$ cat src/rtl/cache_miss_ctrl.sv
// Blocking read-miss controller for a 4-way set-associative cache with per-set tree PLRU.
// Define CACHE_MISS_CTRL_STATS_EN to add saturating hit_count/miss_count outputs.
module cache_miss_ctrl #(
  parameter int TAG_W = 22,
  parameter int IDX_W = 8
) (
  input  logic              clk,
  input  logic              rst,
  input  logic              cpu_req_valid,
  output logic              cpu_req_ready,
  input  logic [31:0]       cpu_addr,
  output logic              cpu_rvalid,
  output logic [31:0]       cpu_rdata,
  output logic              arr_rd_en,
  output logic [IDX_W-1:0]  arr_index,
  input  logic [TAG_W-1:0]  way_tag0,
  input  logic [TAG_W-1:0]  way_tag1,
  input  logic [TAG_W-1:0]  way_tag2,
  input  logic [TAG_W-1:0]  way_tag3,
  input  logic              way_valid0,
  input  logic              way_valid1,
  input  logic              way_valid2,
  input  logic              way_valid3,
  input  logic [31:0]       way_data0,
  input  logic [31:0]       way_data1,
  input  logic [31:0]       way_data2,
  input  logic [31:0]       way_data3,
  output logic              arr_wr_en,
  output logic [1:0]        arr_wr_way,
  output logic [TAG_W-1:0]  arr_wr_tag,
  output logic [31:0]       arr_wr_data,
  output logic              mem_req_valid,
  input  logic              mem_req_ready,
  output logic [31:0]       mem_addr,
  input  logic              mem_rvalid,
  input  logic [31:0]       mem_rdata
`ifdef CACHE_MISS_CTRL_STATS_EN
  ,
  output logic [15:0]       hit_count,
  output logic [15:0]       miss_count
`endif
);

  typedef enum logic [2:0] {IDLE, READ, LOOKUP, MISS_REQ, MISS_WAIT, FILL, RESP} state_t;

  state_t            state, next_state;
  logic [31:0]       addr_q;
  logic [31:0]       fill_data;
  logic [1:0]        victim;
  logic [2:0]        plru [2**IDX_W];

  logic [IDX_W-1:0]  index;
  logic [TAG_W-1:0]  tag;
  logic [2:0]        plru_cur;
  logic [3:0]        hit;
  logic              any_hit;
  logic [1:0]        hit_way;
  logic [31:0]       hit_data;
  logic [1:0]        victim_sel;

  assign index    = addr_q[IDX_W+1:2];
  assign tag      = addr_q[31 -: TAG_W];
  assign plru_cur = plru[index];

  // Bit 0 picks the older pair (0 = ways 0/1), bit 1 the older of 0/1, bit 2 the older of 2/3.
  function automatic logic [2:0] plru_touch(input logic [2:0] bits, input logic [1:0] way);
    logic [2:0] r;
    r = bits;
    case (way)
      2'd0: begin r[0] = 1'b1; r[1] = 1'b1; end
      2'd1: begin r[0] = 1'b1; r[1] = 1'b0; end
      2'd2: begin r[0] = 1'b0; r[2] = 1'b1; end
      default: begin r[0] = 1'b0; r[2] = 1'b0; end
    endcase
    return r;
  endfunction

  always_comb begin
    hit[0]     = way_valid0 && (way_tag0 == tag);
    hit[1]     = way_valid1 && (way_tag1 == tag);
    hit[2]     = way_valid2 && (way_tag2 == tag);
    hit[3]     = way_valid3 && (way_tag3 == tag);
    any_hit    = |hit;
    hit_way    = 2'd0;
    hit_data   = way_data0;
    if (hit[0])      begin hit_way = 2'd0; hit_data = way_data0; end
    else if (hit[1]) begin hit_way = 2'd1; hit_data = way_data1; end
    else if (hit[2]) begin hit_way = 2'd2; hit_data = way_data2; end
    else if (hit[3]) begin hit_way = 2'd3; hit_data = way_data3; end
    if (!way_valid0)      victim_sel = 2'd0;
    else if (!way_valid1) victim_sel = 2'd1;
    else if (!way_valid2) victim_sel = 2'd2;
    else if (!way_valid3) victim_sel = 2'd3;
    else if (!plru_cur[0]) victim_sel = {1'b0, plru_cur[1]};
    else                  victim_sel = {1'b1, plru_cur[2]};
  end

  always_ff @(posedge clk) begin
    if (rst) begin
      state     <= IDLE;
      addr_q    <= '0;
      fill_data <= '0;
      victim    <= '0;
      cpu_rdata <= '0;
      for (int i = 0; i < 2**IDX_W; i++) plru[i] <= '0;
    end else begin
      state <= next_state;
      case (state)
        IDLE: if (cpu_req_valid) addr_q <= cpu_addr;
        LOOKUP: begin
          if (any_hit) begin
            cpu_rdata   <= hit_data;
            plru[index] <= plru_touch(plru_cur, hit_way);
          end else begin
            victim <= victim_sel;
          end
        end
        MISS_WAIT: if (mem_rvalid) fill_data <= mem_rdata;
        FILL: begin
          cpu_rdata   <= fill_data;
          plru[index] <= plru_touch(plru_cur, victim);
        end
        default: ;
      endcase
    end
  end

`ifdef CACHE_MISS_CTRL_STATS_EN
  always_ff @(posedge clk) begin
    if (rst) begin
      hit_count  <= '0;
      miss_count <= '0;
    end else if (state == LOOKUP) begin
      if (any_hit && hit_count != 16'hFFFF)    hit_count  <= hit_count + 16'd1;
      if (!any_hit && miss_count != 16'hFFFF)  miss_count <= miss_count + 16'd1;
    end
  end
`endif

  always_comb begin
    next_state    = state;
    cpu_req_ready = 1'b0;
    cpu_rvalid    = 1'b0;
    arr_rd_en     = 1'b0;
    arr_index     = '0;
    arr_wr_en     = 1'b0;
    arr_wr_way    = '0;
    arr_wr_tag    = '0;
    arr_wr_data   = '0;
    mem_req_valid = 1'b0;
    mem_addr      = '0;
    case (state)
      IDLE: begin
        cpu_req_ready = 1'b1;
        if (cpu_req_valid) next_state = READ;
      end
      READ: begin
        arr_rd_en  = 1'b1;
        arr_index  = index;
        next_state = LOOKUP;
      end
      LOOKUP: next_state = any_hit ? RESP : MISS_REQ;
      MISS_REQ: begin
        mem_req_valid = 1'b1;
        mem_addr      = addr_q & 32'hFFFF_FFFC;
        if (mem_req_ready) next_state = MISS_WAIT;
      end
      MISS_WAIT: if (mem_rvalid) next_state = FILL;
      FILL: begin
        arr_wr_en   = 1'b1;
        arr_wr_way  = victim;
        arr_wr_tag  = tag;
        arr_wr_data = fill_data;
        next_state  = RESP;
      end
      RESP: begin
        cpu_rvalid = 1'b1;
        next_state = IDLE;
      end
      default: next_state = IDLE;
    endcase
  end

endmodule

$ cat config.mk
export PLATFORM = sky130hd
export DESIGN_NAME = cache_miss_ctrl
export DESIGN_NICKNAME = d
export VERILOG_FILES = /design/src/rtl/cache_miss_ctrl.sv
export SDC_FILE = /design/constraint.sdc
export NUM_CORES = 2
export LEC_CHECK = 0
export ABC_AREA = 1
export BUFFER_PORTS_ARGS = -buffer_cell sky130_fd_sc_hd__buf_4
export CORE_MARGIN = 4
export CORE_UTILIZATION = 37
export DETAILED_ROUTE_END_ITERATION = 16
export SETUP_SLACK_MARGIN = 0.1
export SLEW_MARGIN = 25
export SYNTH_ARGS = -nofsm -noshare
export SYNTH_HDL_FRONTEND = slang
export SYNTH_SLANG_ARGS = --single-unit
$ cat constraint.sdc
create_clock -name clk -period 7.3 [get_ports clk]
set_clock_uncertainty 0.2 [all_clocks]
set_input_delay 1.46 -clock clk [delete_from_list [all_inputs] [get_ports clk]]
set_output_delay 1.46 -clock clk [all_outputs]
set_load 0.03 [all_outputs]
==> summary by stage <==
CTS
The root buffer cell chosen for the clock tree is sky130_fd_sc_hd__clkbuf_16. The H-tree was split into 3 levels. After clock tree synthesis, the clock-pin slew on the worst setup and hold paths is 0.06 ns.

TritonCTS built the clock tree. The count of hold-fix buffers inserted at cts is 0. The clock passes through at most 3 buffers. The number of buffers created by CTS is 95. The number of setup buffers added after CTS is 0. In this run, post-CTS repair resized a total of 0 instances. The clock sink count is 875. The later pin in the worst-skew pair is clocked with a latency of 0.67 ns.

Yosys
Counting flops with a built-in enable in the synthesized netlist gives between 700 and 800. The post-synthesis sequential element count is between 800 and 900. The top-area cell type share of the netlist area is 0.514.

The number of synthesis warnings is 0. The largest total area in the synthesized netlist belongs to sky130_fd_sc_hd__edfxtp_1. By area the synthesized netlist is led by sky130_fd_sc_hd__edfxtp_1 51%, sky130_fd_sc_hd__nand2_1 11%, sky130_fd_sc_hd__nand3_1 8.6%. After synthesis, the share of flip-flops with an asynchronous set or reset is 0.

The mean post-synth cell area is between 8 and 9 um^2. The synthesized netlist contains 43 unique library cells. The synthesized area is 44900 um^2. The cell count after synthesis is 5231. The prevailing post-synth register cell is sky130_fd_sc_hd__edfxtp_1. The post-synthesis sequential area ratio is 0.561.

Drt
Dividing the detail-routed wire length by the instance count gives approximately 22 um. The average via count per standard cell is roughly 5.5. Across all layers, the routed design uses 39300 vias. The remaining antenna violation count after routing is 0. In this run, the number of DRC markers left after iteration 0 of detailed routing was ~3800.

The DRC violations left is 0. The pre-antenna-repair detailed-routing pass consisted of 8 iterations. The final wirelength is 154000 um.

Placement
The final weighted congestion in routability-driven placement is 0.930. Once detailed placement completed, the half-perimeter wirelength came to just under 100000 um. Buffers placed on the I/O ports in this run total 417.

The cell area after placement is 48900 um^2.

Final layout
Compared with the post-synthesis result, the final layout area differs by 15.7%. The ratio of cells with drive above 1 in the final layout is 0.139. After routing the design area is just over 50000 um^2. The sequential cells in the finished layout cover a total of roughly 25000 um^2.

The final net count is 5674. After filler insertion, the fill cell instance count of the layout stands at roughly 12000. The multi-input combinational cells in the finished layout cover a total of between 15000 and 20000 um^2.

Global routing
The number of antenna violations at the first check in global routing is 7. Global routing finished with a remaining overflow of 0. Entering global routing, the biggest net connects 179 pins. The via count of the first global-routing pass is ~38000. The global-route wire length before repair is about 230000 um. The total routing resource utilization after global routing is 0.237.

Power and ir drop
IR analysis of the VDD net gives a maximum drop of ~0.41 mV. The reported leakage power is between 20 and 25 nW. For this design the ratio of total power to cell area is around 280 nW/um^2.

Setup path
The category of the worst setup path launch point is an input port. The endpoint class of the critical path is a flip-flop. The signal on the critical path passes through buf_4 > inv_1 > nor2_1 > inv_1 > nand4_1 > nor4_1 > nand4_1 > nand4_1 > nand2_1 > nand2_4 > buf_12 > nand4_1 > nand2_1.

The critical path required time is 7.45 ns. The slowest cell on the critical path is sky130_fd_sc_hd__nand2_4. The critical path is of the input port to flip-flop type. In this run the worst path has a maximum fanout of 86. The critical path data arrival time is approximately 5.4 ns.

The cell repeated most along the worst path is sky130_fd_sc_hd__nand4_1. Counting both buffers and inverters, the worst setup path holds a total of 4. For this run, the slowest stage of the critical path takes ~0.93 ns. The critical path's top delay family is simple AND/OR/NAND/NOR gates.

Min path
The path type of the worst min-delay path is flip-flop to flip-flop.

Die
The number of placement rows is between 100 and 150. The core region area is approximately 120000 um^2. The die boundary height is approximately 360 um. The I/O pin total is 422. The die covers approximately 130000 um^2. In this run the horizontal extent of the chip is between 300 and 400 um. The effective utilization at floorplan is 0.374.

Timing
The post-route minimum period is about 5.2 ns. The smallest hold slack is approximately 0.25 ns. The part of the cycle the worst path needs is 0.713. The total count of hold-check failures in the final report is 0.

Setup violations remaining at the end of the flow were counted as 0. The pin slew with the least headroom to its limit is 1.16 ns. Headroom to the max-slew limit came out at 0.224. The aggregate negative setup slack is 0 ns. The number of max-slew violations in the final report is 0.

Timing would allow up to 0.192 GHz. Setup repair after global routing left no endpoint under its margin.

Run status
The run finished with clean final reports.

Flow run
The max capacitance violation total is 0.
sequential cells by signal, indices dropped and copies added, names as in the netlist, named ones only:
signal / flops
plru: 768
fill_data: 32
state: 3
addr_q: 30
cpu_rdata: 32
victim: 2
stage by stage:
stage / total power, mW / utilization / instances / setup WS (ns)
global route: 15.4 / 0.433 / 7081 / 1.72
CTS: 14.8 / 0.432 / 7076 / 2.10
detailed placement: 10.1 / 0.407 / 6900 / 1.50
finish: 14.8 / 0.433 / 7081 / 2.10
global placement: 10.1 / 0.407 / 6899 / 1.57
floorplan: 8.71 / - / 5232 / 3.62
cell type report:
| cell class | instances | area share |
|---|---|---|
| Sequential cell | 875 | 0.485 |
| Multi-Input combinational cell | 3774 | 0.329 |
| Timing Repair Buffer | 509 | 0.0787 |
| Clock buffer | 130 | 0.0517 |
| Tap cell | 1612 | 0.0388 |
| Inverter | 130 | 0.00997 |
| Clock inverter | 46 | 0.00636 |
| Antenna cell | 5 | 0.000241 |
logic make-up (layout without fill, tap and decap cells):
| kind of cell | after synthesis | after routing | synth area share |
|---|---|---|---|
| AOI/OAI and AO/OA | 524 | 524 | 0.0601 |
| other | 1 | 7 | 0.0000835 |
| DFF | 875 | 875 | 0.561 |
| xor gates and xnor gates | 28 | 28 | 0.00546 |
| buffers and inverters | 583 | 815 | 0.0604 |
| and+or+nand+nor | 3220 | 3220 | 0.313 |
per-layer routing:
metal | global-route usage | share of wire | up-vias
met5 | 0 | 0 | -
met3 | 0.0432 | 0.083 | 322
met1 | 0.293 | 0.38 | 18700
li1 | - | - | 18400
met4 | 0.105 | 0.047 | 0
met2 | 0.404 | 0.49 | 1789
worst paths after layout:
path	from	to	slack (ns)	cells after the start
setup / recovery	way_tag0[11]	plru[146][0]	2.10	13
hold / removal	fill_data[13]	fill_data[13]	0.25	2
setup reg to reg	flip-flop	plru[193][2]	2.10	17
hold reg to reg	fill_data[13]	fill_data[13]	0.25	2
report_power, final:
group	switching, mW	internal (mW)	total [mW]
logic	3.19	1.06	4.25
registers	0.193	5.65	5.84
clock network	2.02	2.68	4.70
total	5.41	9.39	14.8
tightest hold or removal path, stage by stage, from the launching register on:
cell                      delay [ns]
sky130_fd_sc_hd__dfxtp_1        0.29
sky130_fd_sc_hd__inv_1          0.06
sky130_fd_sc_hd__a21oi_1        0.05
cell usage after synthesis (2+ instances only):
| cell type | number |
|---|---|
| sky130_fd_sc_hd__a211oi_1 | 2 |
| sky130_fd_sc_hd__a21oi_1 | 388 |
| sky130_fd_sc_hd__a31oi_1 | 9 |
| sky130_fd_sc_hd__and3_1 | 2 |
| sky130_fd_sc_hd__buf_1 | 38 |
| sky130_fd_sc_hd__buf_2 | 193 |
| sky130_fd_sc_hd__buf_4 | 25 |
| sky130_fd_sc_hd__buf_6 | 25 |
| sky130_fd_sc_hd__clkbuf_1 | 172 |
| sky130_fd_sc_hd__dfxtp_1 | 107 |
| sky130_fd_sc_hd__edfxtp_1 | 768 |
| sky130_fd_sc_hd__inv_1 | 112 |
| sky130_fd_sc_hd__inv_2 | 17 |
| sky130_fd_sc_hd__nand2_1 | 1304 |
| sky130_fd_sc_hd__nand2_2 | 2 |
| sky130_fd_sc_hd__nand3_1 | 769 |
| sky130_fd_sc_hd__nand3_2 | 2 |
| sky130_fd_sc_hd__nand3b_1 | 4 |
| sky130_fd_sc_hd__nand4_1 | 291 |
| sky130_fd_sc_hd__nor2_1 | 757 |
| sky130_fd_sc_hd__nor3_1 | 20 |
| sky130_fd_sc_hd__nor4_1 | 14 |
| sky130_fd_sc_hd__nor4b_1 | 2 |
| sky130_fd_sc_hd__o2111ai_1 | 7 |
| sky130_fd_sc_hd__o211ai_1 | 2 |
| sky130_fd_sc_hd__o21ai_0 | 110 |
| sky130_fd_sc_hd__or2_1 | 2 |
| sky130_fd_sc_hd__or2_2 | 46 |
| sky130_fd_sc_hd__xnor2_1 | 7 |
| sky130_fd_sc_hd__xor2_1 | 21 |
layout by cell type (no fill, tap or decap), drive strengths merged, types with 3 or more instances in the layout:
cell type / count
inv: 132
or2: 48
diode: 5
edfxtp: 768
nor4: 14
o21ai: 112
nor2: 759
bufinv: 3
a31oi: 9
xnor2: 7
clkinvlp: 6
nand3b: 4
dfxtp: 107
nand4: 291
xor2: 21
clkinv: 35
buf: 509
clkbuf: 130
nand2: 1306
a21oi: 389
o2111ai: 7
nor3: 20
nand3: 771
No activity file was read; power rests on OpenSTA's default activity.
